`config.mk`:
```
export PLATFORM = sky130hd
export DESIGN_NAME = wb_cmd_master
export DESIGN_NICKNAME = d
export VERILOG_FILES = /design/src/rtl/wb_cmd_master.sv
export SDC_FILE = /design/constraint.sdc
export NUM_CORES = 1
export LEC_CHECK = 0
export CAP_MARGIN = 20
export CORE_ASPECT_RATIO = 0.5
export CORE_MARGIN = 3
export CORE_UTILIZATION = 50
export DETAILED_ROUTE_END_ITERATION = 8
export PLACE_DENSITY = 0.76
export SYNTH_ARGS = -nofsm -noshare
export SYNTH_HDL_FRONTEND = slang
export SYNTH_SLANG_ARGS = --single-unit
```
`constraint.sdc`:
```
create_clock -name wb_clk_in -period 2.2 [get_ports wb_clk_in]
set_input_delay 0.44 -clock wb_clk_in [delete_from_list [all_inputs] [get_ports wb_clk_in]]
set_output_delay 0.44 -clock wb_clk_in [all_outputs]
set_load 0.05 [all_outputs]
```
`src/rtl/wb_cmd_master.sv`:
```
// -----------------------------------------------------------------------------
// wb_cmd_master
//
// Converts a byte-wide command stream into single Wishbone classic cycles and
// returns a one-byte response for every frame.
//
//   write frame : 0x57 'W', ADDR, DATA  -> response 0x06 (ACK) or 0x15 (NAK)
//   read  frame : 0x52 'R', ADDR        -> response read data or 0x15 (NAK)
//   other byte  : no bus cycle          -> response 0x15 (NAK)
//
// A bus cycle that sees no ack is abandoned after TIMEOUT cycles of wb_cyc_o
// and answered with NAK. Only ADDR[ADDR_WIDTH-1:0] reaches the bus.
//
// Parameters
//   ADDR_WIDTH  Wishbone address width (1..8)
//   TIMEOUT     maximum cycles wb_cyc_o stays high without ack (2..255)
//
// Ports
//   wb_clk_in    in   clock, rising edge
//   wb_rst_in    in   synchronous reset, active-high
//   rx_data_in   in   [7:0] command stream byte
//   rx_valid_in  in   command byte valid
//   rx_ready_o   out  block accepts a command byte this cycle
//   tx_data_o    out  [7:0] response byte
//   tx_valid_o   out  response byte valid
//   tx_ready_in  in   downstream accepts the response byte
//   wb_adr_o     out  [ADDR_WIDTH-1:0] Wishbone address
//   wb_dat_o     out  [7:0] Wishbone write data
//   wb_we_o      out  write enable
//   wb_cyc_o     out  cycle
//   wb_stb_o     out  strobe
//   wb_ack_in    in   slave acknowledge
//   wb_dat_in    in   [7:0] Wishbone read data
// -----------------------------------------------------------------------------
module wb_cmd_master #(
  parameter int ADDR_WIDTH = 4,
  parameter int TIMEOUT    = 15
) (
  input  logic                  wb_clk_in,
  input  logic                  wb_rst_in,
  input  logic [7:0]            rx_data_in,
  input  logic                  rx_valid_in,
  output logic                  rx_ready_o,
  output logic [7:0]            tx_data_o,
  output logic                  tx_valid_o,
  input  logic                  tx_ready_in,
  output logic [ADDR_WIDTH-1:0] wb_adr_o,
  output logic [7:0]            wb_dat_o,
  output logic                  wb_we_o,
  output logic                  wb_cyc_o,
  output logic                  wb_stb_o,
  input  logic                  wb_ack_in,
  input  logic [7:0]            wb_dat_in
);

  localparam logic [7:0] CMD_WRITE = 8'h57;
  localparam logic [7:0] CMD_READ  = 8'h52;
  localparam logic [7:0] RSP_ACK   = 8'h06;
  localparam logic [7:0] RSP_NAK   = 8'h15;
  // Counter value at the edge that closes a TIMEOUT-cycle bus window.
  localparam logic [7:0] CNT_LAST  = 8'(TIMEOUT - 1);

  typedef enum logic [2:0] {
    ST_IDLE,
    ST_GET_ADDR,
    ST_GET_DATA,
    ST_WB_CYCLE,
    ST_RESPOND
  } state_t;

  state_t                r_state;
  logic                  r_write;
  logic [ADDR_WIDTH-1:0] r_adr;
  logic [7:0]            r_cnt;

  logic w_rx_fire;
  logic w_tx_fire;

  assign w_rx_fire = rx_valid_in & rx_ready_o;
  assign w_tx_fire = tx_valid_o & tx_ready_in;

  always_ff @(posedge wb_clk_in) begin
    if (wb_rst_in) begin
      r_state    <= ST_IDLE;
      r_write    <= 1'b0;
      r_adr      <= '0;
      r_cnt      <= 8'd0;
      rx_ready_o <= 1'b0;
      tx_valid_o <= 1'b0;
      tx_data_o  <= 8'h00;
      wb_cyc_o   <= 1'b0;
      wb_stb_o   <= 1'b0;
      wb_we_o    <= 1'b0;
      wb_adr_o   <= '0;
      wb_dat_o   <= 8'h00;
    end else begin
      case (r_state)
        ST_IDLE: begin
          // Also the first edge after reset release: open the rx stream.
          rx_ready_o <= 1'b1;
          if (w_rx_fire) begin
            if (rx_data_in == CMD_WRITE) begin
              r_write <= 1'b1;
              r_state <= ST_GET_ADDR;
            end else if (rx_data_in == CMD_READ) begin
              r_write <= 1'b0;
              r_state <= ST_GET_ADDR;
            end else begin
              // Unknown command: answer NAK without touching the bus.
              rx_ready_o <= 1'b0;
              tx_data_o  <= RSP_NAK;
              tx_valid_o <= 1'b1;
              r_state    <= ST_RESPOND;
            end
          end
        end

        ST_GET_ADDR: begin
          if (w_rx_fire) begin
            if (r_write) begin
              // Address is parked until the data byte so the bus address
              // only changes when the cycle actually starts.
              r_adr   <= rx_data_in[ADDR_WIDTH-1:0];
              r_state <= ST_GET_DATA;
            end else begin
              rx_ready_o <= 1'b0;
              wb_adr_o   <= rx_data_in[ADDR_WIDTH-1:0];
              wb_we_o    <= 1'b0;
              wb_cyc_o   <= 1'b1;
              wb_stb_o   <= 1'b1;
              r_cnt      <= 8'd0;
              r_state    <= ST_WB_CYCLE;
            end
          end
        end

        ST_GET_DATA: begin
          if (w_rx_fire) begin
            rx_ready_o <= 1'b0;
            wb_adr_o   <= r_adr;
            wb_dat_o   <= rx_data_in;
            wb_we_o    <= 1'b1;
            wb_cyc_o   <= 1'b1;
            wb_stb_o   <= 1'b1;
            r_cnt      <= 8'd0;
            r_state    <= ST_WB_CYCLE;
          end
        end

        ST_WB_CYCLE: begin
          // Ack is tested first so it wins on the terminal edge.
          if (wb_ack_in) begin
            wb_cyc_o   <= 1'b0;
            wb_stb_o   <= 1'b0;
            wb_we_o    <= 1'b0;
            tx_data_o  <= wb_we_o ? RSP_ACK : wb_dat_in;
            tx_valid_o <= 1'b1;
            r_state    <= ST_RESPOND;
          end else if (r_cnt == CNT_LAST) begin
            wb_cyc_o   <= 1'b0;
            wb_stb_o   <= 1'b0;
            wb_we_o    <= 1'b0;
            tx_data_o  <= RSP_NAK;
            tx_valid_o <= 1'b1;
            r_state    <= ST_RESPOND;
          end else begin
            r_cnt <= r_cnt + 8'd1;
          end
        end

        ST_RESPOND: begin
          if (w_tx_fire) begin
            tx_valid_o <= 1'b0;
            rx_ready_o <= 1'b1;
            r_state    <= ST_IDLE;
          end
        end

        default: begin
          r_state    <= ST_IDLE;
          rx_ready_o <= 1'b0;
          tx_valid_o <= 1'b0;
          wb_cyc_o   <= 1'b0;
          wb_stb_o   <= 1'b0;
          wb_we_o    <= 1'b0;
        end
      endcase
    end
  end

endmodule

```
After elaboration in Yosys (flattened, before gate mapping)

Index checks and enable logic that the tools add are counted.

Reduce and logical (&&, ||, !) cells: 17
Multiplexer cells: 51
Bitwise operators: 5
Equal/unequal tests: 17
Add/subtract/negate cells: 1

Operators by type and width:

| cell                                                 | count |
|---|---|
| 2-to-1 mux 8 bit                                     | 11 |
| 2-to-1 mux 3 bit                                     | 8 |
| case mux 8 bit (3 select lines)                      | 1 |
| 2-to-1 mux 1 bit                                     | 21 |
| AND reduction 5 bit                                  | 4 |
| inequality test 2 bit (second input constant)        | 9 |
| equality test 8 x 7 -> 1 bit (second input constant) | 2 |
| case mux 8 bit (2 select lines)                      | 1 |
| case mux 3 bit (5 select lines)                      | 1 |
| 2-to-1 mux 4 bit                                     | 3 |
| case mux 1 bit (4 select lines)                      | 3 |
| AND reduction 6 bit                                  | 2 |
| adder 8 x 1 -> 8 bit (second input constant)         | 1 |
| equality test 8 x 4 -> 1 bit (second input constant) | 1 |
| case mux 4 bit (2 select lines)                      | 1 |
| equality test 3 x 2 -> 1 bit (second input constant) | 2 |
| AND reduction 3 bit                                  | 2 |
| nonzero test 2 bit                                   | 3 |
| case mux 1 bit (5 select lines)                      | 1 |
| AND reduction 4 bit                                  | 1 |
| OR reduction 2 bit                                   | 2 |
| equality test 3 x 1 -> 1 bit (second input constant) | 1 |
| equality test 3 bit (second input constant)          | 1 |
| logical NOT 3 bit                                    | 1 |
| 5 further kinds                                      | 8 |

Flip-flop bits (word level): 40

Depth between registers and ports, before layout

Word-level depth: 5
Gate-level depth with buffers: 6
Gate-level depth less buffers: 6

Least setup slack after synthesis

OpenSTA, ideal clock, no wires.

Path type: reg2reg
From: register rx_ready_o
To: register r_cnt[5]
Setup slack: 465 ps
Arrival: 1674 ps
Stages on the path, launching flop included: 5
Period minus slack after synthesis: 1735 ps
Buffers on the path: 0
Required time: 2140 ps
Cells stage by stage: dfxtp_1 nand2_1 a221o_1 a21oi_2 o2111a_1

Longest elaborated chain between the ends: 3
Elaborated cells between the ends (all ways): 4

RTL lines:

| item                              | line | text |
|---|---|---|
| start, declared                   | 43   | `output logic rx_ready_o,` |
| start signal, assigned            | 88   | `rx_ready_o <= 1'b0;` |
| start signal, assigned            | 100  | `rx_ready_o <= 1'b1;` |
| start signal, assigned            | 110  | `rx_ready_o <= 1'b0;` |
| bitwise AND 1 bit (*)             | 79   | `assign w_rx_fire = rx_valid_in & rx_ready_o;` |
| inequality test 2 bit (no line)   | -    |  |
| AND reduction 6 bit (no line) (*) | -    |  |
| end signal, assigned              | 167  | `r_cnt <= r_cnt + 8'd1;` |
| end, declared                     | 74   | `logic [7:0] r_cnt;` |

Every way passes the cells marked *; elsewhere a longest branch is shown, timed or not.
A chain may end at the register's enable or synchronous reset.

Worst setup path after layout

From: register r_state[1]
To: register r_cnt[2]

Longest elaborated chain between the ends: 3
Elaborated cells between the ends (all ways): 11

RTL lines:

| item                                                                                | line | text |
|---|---|---|
| start, declared                                                                     | 71   | `state_t r_state;` |
| start signal, assigned                                                              | 84   | `r_state <= ST_IDLE;` |
| start signal, assigned                                                              | 104  | `r_state <= ST_GET_ADDR;` |
| start signal, assigned                                                              | 107  | `r_state <= ST_GET_ADDR;` |
| equality test 3 x 2 -> 1 bit / equality test 3 x 1 -> 1 bit (equally long branches) | 97   | `case (r_state)` |
| inequality test 2 bit (no line) / nonzero test 3 bit (equally long branches)        | -    |  |
| AND reduction 6 bit (no line)                                                       | -    |  |

Several ways; a longest one is shown, not always the timed one.

==> out/summary.txt <==
Placed Area - 2610 µm²
die area - 5040 µm²
Util after Layout - 73.6%
wire per inst - 16.0 µm
final hold vios - 0
ys flop type - dfxtp_1
Top Family by Delay on Critical Path - simple AND/OR/NAND/NOR gates
IO buf count - 45
Syn Area/Cell - 8.86 µm²
Post-synth ARST share - 0%
hold path start - wb_stb_o$_SDFFE_PP0P_
Synth area leaders - dfxtp_1 (38%), mux2i_1 (7.7%), nor2_1 (3.8%), a31oi_1 (3.3%), nand2_1 (3.1%)
status - finished clean
vias in the first global route - 1915
DR iter-0 viols - 127
RSZ-0062 raised after global routing - no
max-cap violations - 0
Final WS setup - 266 ps
Slew @ Worst Pin - 528 ps
Final Cell Area - 2730 µm²
Slew Viols, Final - 0
kind of critical path - reg2reg
initial antenna violation count - 0
CTS Hold Bufs - 0
CP Max Fanout - 12
Bufs on Longest Clock Path - 2
CTS tree - yes
Pre-antenna DRT Iters - 4
Die W - 97.5 µm
Achievable Freq - 517 MHz
Leak - 0.000924 µW
mux share of post-synthesis cell area - 7.66%
Required @ worst endpoint - 2410 ps
GRT Util Overall - 22.1%
Post-Synthesis Net Count - 259
# IOs - 46
starting density of the core - 56.3%
number of synthesized register bits - 40
P per Cell Area - 630 nW/µm²
routed vias - 2007
Syn-to-layout area delta - 30.7%
critical path cell sequence - and3b_1 > nand2b_1 > or4_1 > a31oi_1
Die Y - 51.7 µm
Seq/Total Area, Yosys - 38.3%
Post-Syn Area - 2090 µm²
Reg-to-Reg Start - r_state[1]$_SDFFE_PP0P_
TritonCTS Buffers - 5
crit path buf inv count - 0
clk_lat worst skew - 290 ps
first-pass GRT wire length - 9050 µm
Clock Skews - 6.13 ps
main combinational cell family by area after synthesis - compound AO/OA/AOI/OAI gates
Sinks on Clock Net - 40
hpwl dp - 3830 µm
RD Place Congestion - 0.804
Post-DRT Antenna Nets - 0
dpl cells - 326
clk root buf - clkbuf_8
GRT overflow - 0
Setup Viol. Count Final - 0
clk slew on worst S/H paths - 80 ps
Post-Synth Simple-Gate Area - 22.0%
vias per cell - 6.01
CP Capture Type - register
layout cells sized above 1 - 11.0%
cells after synthesis - 236
core area - 3720 µm²
xor and xnor area share after synthesis - 0.419%
clock period minus worst slack - 1930 ps
Post-CTS Resized - 0
Setup TNS - 0 ps
Hold Path Class - reg2reg
Net count, final - 305
Worst path max stage delay - 520 ps
Final period util - 87.9%
overall routed net length - 5340 µm
area fraction of the dominant cell type after synthesis - 38.3%
CTS H-Tree Depth - 2
DRC viols - 0
complex-gate fraction of the synthesized area - 24.9%
Diodes inserted - 0
startpoint types - register
Place WS - 63.1 ps
total number of yosys warnings - 0
Finished Layout Cells - 334
row count - 15
Slowest cell on crit path - dfxtp_1
Critical Path Start - r_state[1]$_SDFFE_PP0P_
headroom to the max-slew limit - 64.6%
VDD IR max - 314 µV
Post-synth EDFFs - 0
largest net degree at the start of global routing - 22
area leader, netlist - dfxtp_1
Synth Area in Adders - 1.20%
# Post-CTS Setup Buffers - 0
WP data arrival - 2140 ps
Netlist cell types - 58
-- cell families after synthesis --
family                     after synthesis
and+or+nand+nor                         85
AOI/OAI and AO/OA                       68
DFF                                     40
buffers and inverters                   24
muxes                                   16
adders and majority gates                2
xor gates and xnor gates                 1
-- cells in the final DEF, fill, tap and decap left out, drive strengths merged, types with 3 or more instances in the layout --
cell | Yosys | routed
a31oi | 11 | 11
inv | 4 | 4
o211ai | 6 | 6
nor2b | 3 | 3
nor3 | 3 | 3
clkbuf | 10 | 7
a21boi | 3 | 3
nand4 | 3 | 3
nand2b | 4 | 4
o21ai | 7 | 7
clkdlybuf4s50 | 0 | 45
a21oi | 9 | 9
dfxtp | 40 | 40
buf | 9 | 13
nand3 | 11 | 11
nor4 | 3 | 3
a211oi | 8 | 8
mux2i | 16 | 16
and3 | 4 | 4
nor2 | 21 | 21
a311oi | 4 | 4
and2 | 3 | 3
nand2 | 17 | 17
-- registers in the layout, indices dropped and copies added, names as in the netlist --
signal / count
wb_stb_o: 1
r_adr: 4
tx_data_o: 8
wb_we_o: 1
r_cnt: 8
wb_adr_o: 4
wb_dat_o: 8
r_write: 1
tx_valid_o: 1
r_state: 3
rx_ready_o: 1
-- routing by layer --
layer	routed length, µm	part of all wire [%]	vias up	global-route usage [%]
met4	12	0.22	0	4.14
met1	2480	47	945	28.3
met2	2360	44	80	37.1
met5	0	0	-	0
met3	477	8.9	2	7.23
li1	-	-	980	-
-- path summary, 6_finish.rpt --
| kind | slack [ps] | depth (start not counted) | endpoint |
|---|---|---|---|
| worst max-delay path | 270 | 4 | r_cnt[2]$_SDFFE_PP0P_ |
| worst min register to register | 480 | 2 | wb_stb_o$_SDFFE_PP0P_ |
| worst max register to register | 270 | 4 | r_cnt[2]$_SDFFE_PP0P_ |
| worst min-delay path | 480 | 2 | wb_stb_o$_SDFFE_PP0P_ |
-- final cells by class --
class,instances,area (µm²)
repair buffers,58,548
clock inverters,1,30.0
well taps,51,63.8
multi-input cells,172,1180
inverters,5,18.8
clock buffers,7,96.3
flip-flops and latches,40,801
fillers,277,982
-- worst register-to-register path: stages (launching register included) --
cell	delay, ps
dfxtp_1	520
and3b_1	510
nand2b_1	130
or4_1	490
a31oi_1	200
-- where the power goes --
group	switching [µW]	internal, µW
clock network	258	401
logic	178	128
registers	13.2	746
-- Yosys cell counts (3+ instances only) --
master and count:
nand2b_1 4, o21ai_0 7, a21oi_1 7, a31oi_1 11
buf_2 5, o211ai_1 6, nand3_1 11, nand4_1 3
nand2_1 17, mux2i_1 16, a211oi_1 8, inv_1 4
nor2_1 21, nor3_1 3, nor2b_1 3, clkbuf_1 10
and3_1 4, and2_1 3, dfxtp_1 40, nor4_1 3
a311oi_1 4
-- stage by stage --
| stage | power (µW) | hold WS [ps] |
|---|---|---|
| finish | 1720 | 478 |
| global route | 1790 | 533 |
| CTS | 1730 | 484 |
| detailed placement | 1080 | 471 |
| global placement | 1070 | 462 |
| floorplan | 961 | 460 |
(Power assumes the default switching activity.)
